<file path="src/rtl/scr1_tcm_acc_vadd.sv">
// Memory-to-memory vector add engine (dst[i] = srcA[i] + srcB[i]) on TCM port B.
// Define SCR1_TCM_ACC_SAT_EN for signed saturating sums instead of wrapping adds.
module scr1_tcm_acc_vadd #(
  parameter int unsigned AWIDTH    = 14,
  parameter int unsigned LEN_WIDTH = 16,
  parameter int unsigned DWIDTH    = 32
) (
  input  logic                 clk,
  input  logic                 rst,
  input  logic                 cfg_start,
  input  logic [AWIDTH-1:0]    cfg_src_a,
  input  logic [AWIDTH-1:0]    cfg_src_b,
  input  logic [AWIDTH-1:0]    cfg_dst,
  input  logic [LEN_WIDTH-1:0] cfg_len,
  output logic                 busy,
  output logic                 done,
  output logic [LEN_WIDTH-1:0] elem_cnt,
  output logic                 mem_req,
  input  logic                 mem_grant,
  output logic                 mem_ren,
  output logic                 mem_wen,
  output logic [3:0]           mem_be,
  output logic [AWIDTH-1:0]    mem_addr,
  output logic [DWIDTH-1:0]    mem_wdata,
  input  logic [DWIDTH-1:0]    mem_rdata
);

  typedef enum logic [2:0] {StIdle, StRdA, StRdB, StWr, StDone} state_e;

  state_e                state_q;
  logic [AWIDTH-1:0]     a_q, b_q, d_q;
  logic [LEN_WIDTH-1:0]  n_q, cnt_q;
  logic                  rd_pend_q;
  logic [DWIDTH-1:0]     opa_q, opb_q;

  logic [DWIDTH-1:0]     op_b, sum_raw, sum;
  logic                  go;

  // Operand B may still be in flight on mem_rdata during the first WR cycle.
  assign op_b    = rd_pend_q ? mem_rdata : opb_q;
  assign sum_raw = opa_q + op_b;

`ifdef SCR1_TCM_ACC_SAT_EN
  logic ovf;
  assign ovf = (opa_q[DWIDTH-1] == op_b[DWIDTH-1]) && (sum_raw[DWIDTH-1] != opa_q[DWIDTH-1]);
  assign sum = !ovf            ? sum_raw :
               opa_q[DWIDTH-1] ? {1'b1, {(DWIDTH-1){1'b0}}} :
                                 {1'b0, {(DWIDTH-1){1'b1}}};
`else
  assign sum = sum_raw;
`endif

  assign busy     = (state_q != StIdle);
  assign done     = (state_q == StDone);
  assign mem_req  = busy;
  assign elem_cnt = cnt_q;

  // Strobes are suppressed during reset so an aborted run issues no access.
  assign go = mem_grant & ~rst;

  always_comb begin
    mem_ren   = 1'b0;
    mem_wen   = 1'b0;
    mem_be    = 4'b0000;
    mem_addr  = '0;
    mem_wdata = '0;
    if (go) begin
      unique case (state_q)
        StRdA: begin
          mem_ren  = 1'b1;
          mem_addr = a_q;
        end
        StRdB: begin
          mem_ren  = 1'b1;
          mem_addr = b_q;
        end
        StWr: begin
          mem_wen   = 1'b1;
          mem_be    = 4'b1111;
          mem_addr  = d_q;
          mem_wdata = sum;
        end
        default: ;
      endcase
    end
  end

  always_ff @(posedge clk) begin
    if (rst) begin
      state_q   <= StIdle;
      a_q       <= '0;
      b_q       <= '0;
      d_q       <= '0;
      n_q       <= '0;
      cnt_q     <= '0;
      rd_pend_q <= 1'b0;
      opa_q     <= '0;
      opb_q     <= '0;
    end else begin
      unique case (state_q)
        StIdle: begin
          if (cfg_start) begin
            a_q     <= cfg_src_a;
            b_q     <= cfg_src_b;
            d_q     <= cfg_dst;
            n_q     <= cfg_len;
            cnt_q   <= '0;
            state_q <= (cfg_len == '0) ? StDone : StRdA;
          end
        end
        StRdA: begin
          if (mem_grant) begin
            rd_pend_q <= 1'b1;
            state_q   <= StRdB;
          end
        end
        StRdB: begin
          // Capture operand A even when the grant is lost this cycle.
          if (rd_pend_q) begin
            opa_q     <= mem_rdata;
            rd_pend_q <= 1'b0;
          end
          if (mem_grant) begin
            rd_pend_q <= 1'b1;
            state_q   <= StWr;
          end
        end
        StWr: begin
          if (rd_pend_q) begin
            opb_q     <= mem_rdata;
            rd_pend_q <= 1'b0;
          end
          if (mem_grant) begin
            a_q     <= a_q + AWIDTH'(1);
            b_q     <= b_q + AWIDTH'(1);
            d_q     <= d_q + AWIDTH'(1);
            n_q     <= n_q - LEN_WIDTH'(1);
            cnt_q   <= cnt_q + LEN_WIDTH'(1);
            state_q <= (n_q == LEN_WIDTH'(1)) ? StDone : StRdA;
          end
        end
        StDone:  state_q <= StIdle;
        default: state_q <= StIdle;
      endcase
    end
  end

endmodule

</file>
<file path="config.mk">
export PLATFORM = sky130hd
export DESIGN_NAME = scr1_tcm_acc_vadd
export DESIGN_NICKNAME = d
export VERILOG_FILES = /design/src/rtl/scr1_tcm_acc_vadd.sv
export SDC_FILE = /design/constraint.sdc
export NUM_CORES = 1
export LEC_CHECK = 0
export ABC_AREA = 1
export BUFFER_PORTS_ARGS = -buffer_cell sky130_fd_sc_hd__buf_2
export CELL_PAD_IN_SITES_DETAIL_PLACEMENT = 1
export CELL_PAD_IN_SITES_GLOBAL_PLACEMENT = 1
export CORE_ASPECT_RATIO = 0.5
export CORE_MARGIN = 10
export CORE_UTILIZATION = 25
export CTS_CLUSTER_DIAMETER = 60
export CTS_CLUSTER_SIZE = 12
export DETAILED_ROUTE_END_ITERATION = 8
export PLACE_DENSITY = 0.67
export SYNTH_ARGS = -nofsm -noshare
export SYNTH_HDL_FRONTEND = slang
export SYNTH_SLANG_ARGS = --single-unit
export TNS_END_PERCENT = 5
</file>
<file path="constraint.sdc">
create_clock -name clk -period 5 [get_ports clk]
set_clock_uncertainty 0.15 [all_clocks]
set_input_delay 1.25 -clock clk [delete_from_list [all_inputs] [get_ports clk]]
set_output_delay 1.25 -clock clk [all_outputs]
set_load 0.1 [all_outputs]
</file>
==> impl_metrics.toml <==
[sta]
max_clock_freq_mhz = 209
period_needed_ps = 4780
fin_crit_sh_pct = 95.6
slew_violations = 0
hold_violations = 0
holdWs_ps = 295
setup_slack_ps = 221
setup_viol = 0
maxSlewHeadroom_pct = 44.1
grt_setup_unrepaired = "no"
worst_pin_slew_ps = 839

[finish]
final_cells = 2428
ff_latch_area_sq_um = 2840
nNetsFinal = 2005
syn_to_final_growth_pct = 23.6
final_cell_mix = "nand2_1, inv_1, nor2_1"
final_common_cell = "nand2_1"
fill_cells = 5329
layout-drive-gt1-share_pct = 13.1
final_area_sq_um = 12800
multi_input_area_sq_um = 6150

[clock_network]
htreeDepth = 4
cts_buffers = 17
cts.path.max_buffers = 2
path_clk_slew_ps = 60
cts_num_sinks = 142
cts_setup_buffers = 0
root_buffer = "clkbuf_16"
clk_latency_ps = 440
cts_tree = "built"

[pwr]
ir_drop_mv = 0.270
clockPowerShare_pct = 25.2
p_leak_nw = 5.76
p_sw_share_pct = 47.1
power_frac_comb_pct = 46.4
power.internal_mw = 3.13
p_sw_mw = 2.79
power_mw = 5.91
p_per_area_nw_per_um2 = 463
seqPwrFrac_pct = 28.4

[placement]
dp_cells = 2394
place_hpwl_um = 30400
pre_cts_ws_ps = 140
gp_congestion = 0.837
portBuffers = 164
dpl-instance-area_sq_um = 12100

[die]
start_util_pct = 25.4
ios = 165
dieArea_sq_um = 50300
dieHeight_um = 164
core_sq_um = 40600
die_w_um = 307
core.rowCount = 52

[setup_path]
path_class = "input port to primary output"
crit_family = "simple AND/OR/NAND/NOR gates"
crit_required_ps = 3600
cpPeakStageDelay_ps = 380
slowest_stage = "fa_1"
start_kind = "input port"
worstPathCellList = "buf_2 -> nand2_1 -> o21ai_0 -> ha_1 -> inv_1 -> fa_1 -> inv_2 -> nand2_1 -> nand3_1 -> nand2_1 -> nand2_1 -> nand2_1 -> nand3_1 -> nand2_1 -> nor2_1 -> buf_12"
crit_buf_inv = 4
cp.arrival_ps = 3380
end_kind = "primary output"
crit_fanout = 4
crit_top_cell = "nand2_1"

[global_route]
grt_max_degree = 67
grt-ovfl-total = 0
grt_pass1_vias = 11700
antenna_found_initial = 3
grt_usage_pct = 15.6
grt_first_pass_wirelength_um = 63100

[route]
avgViaCountPerCell = 4.70
num_vias = 11400
drt_iter0_markers = 459
drcViolationCount = 0
dr.pass1.iters = 4
ant_nets = 0
post_drt_wl_per_cell_um = 16.2
drt_wl_total_um = 39500

[yosys]
syn_inst = 1747
synth-warning-count = 0
avgSynthCellArea_sq_um = 5.91
async_flop_share_pct = 0
synth_nets = 1879
yosysUniqueCellTypes = 46
ys_ff_latch = 142
synth_flop_cell = "dfxtp_1"
synth_area_sq_um = 10300
synth_edf_count = 0
seq_area_frac_synth_pct = 27.5

[status]
outcome = "finished clean"

[run]
cap_violations = 0

[worst_hold_path]
hp-class = "flip-flop to flip-flop"
==> worst register-to-register path, stage by stage, from the launching register on <==
cell and delay, ps:
dfxtp_1 320, inv_2 150, nand2_4 100, nor2_2 400, buf_4 470, nand2_1 510
buf_4 390, nand2_1 100, a21oi_1 60
==> power by group through the flow <==
stage,Clock [mW],Combinational [mW],Sequential [mW]
3_3_place_gp,0,2.72,1.69
5_1_grt,1.58,3.07,1.72
4_1_cts,1.53,2.77,1.68
3_5_place_dp,0,2.76,1.70
6_report,1.49,2.74,1.68
2_1_floorplan,0,2.08,1.67
==> flip-flops by register name (all words and copies together), names as in the netlist <==
register	flops
a_q	14
b_q	14
d_q	14
elem_cnt	16
n_q	16
opa_q	32
opb_q	32
rd_pend_q	1
state_q	3
==> per-layer routing <==
layer / track usage, % / up-vias / routed length (um)
li1: - / 5829 / -
met1: 19.0 / 5418 / 18100
met2: 27.9 / 117 / 19500
met3: 2.35 / 42 / 987
met4: 4.81 / 2 / 807
met5: 0 / - / 20
==> cell families after synthesis <==
logic type                 after synthesis  share of synthesized area (%)
muxes                                    1                         0.0969
adders and majority gates               38                           4.67
DFF                                    142                           27.5
buffers and inverters                  333                           13.2
and+or+nand+nor                        885                           35.9
AOI/OAI and AO/OA                      322                           16.4
xor gates and xnor gates                26                           2.20
==> final cells by class <==
class	instances	share of cell area, %
diodes	2	0.0392
clock buffers	18	3.36
clock inverters	14	1.88
inverters	257	7.57
multi-input cells	1272	48.2
flip-flops and latches	142	22.3
well taps	540	5.29
repair buffers	183	11.4
==> Yosys cell counts, types with 18 or more instances <==
master,instances,area (sq um)
buf_2,18,90.1
nand2_1,483,1810
nand3_1,115,576
dfxtp_1,142,2840
nor2_1,200,751
a31oi_1,19,119
o21ai_0,115,576
a21oi_1,155,776
clkbuf_1,38,143
nor3_1,41,205
nand4_1,23,144
inv_1,252,946
ha_1,37,463
==> path summary, 6_finish.rpt <==
| check | startpoint | end | slack [ps] | cells past startpoint |
|---|---|---|---|---|
| worst max register to register | state_q[2] | opa_q[25] | 2220 | 8 |
| worst min-delay path | opb_q[30] | opb_q[30] | 300 | 2 |
| worst max-delay path | mem_rdata[0] | mem_wdata[22] | 220 | 16 |
| worst min register to register | opb_q[30] | opb_q[30] | 300 | 2 |
==> stage by stage <==
stage | utilization, % | setup TNS, ps
global placement | 29.7 | 0
detailed placement | 29.7 | 0
finish | 31.5 | 0
floorplan | - | -3120
global route | 31.4 | 0
CTS | 31.4 | 0
==> what timing repair did <==
item	4_1_cts	5_1_grt
hold buffers	0	0
setup endpoints to repair	0	9
gates resized for setup	0	8
Note: power is estimated with default switching activity, not from simulation.
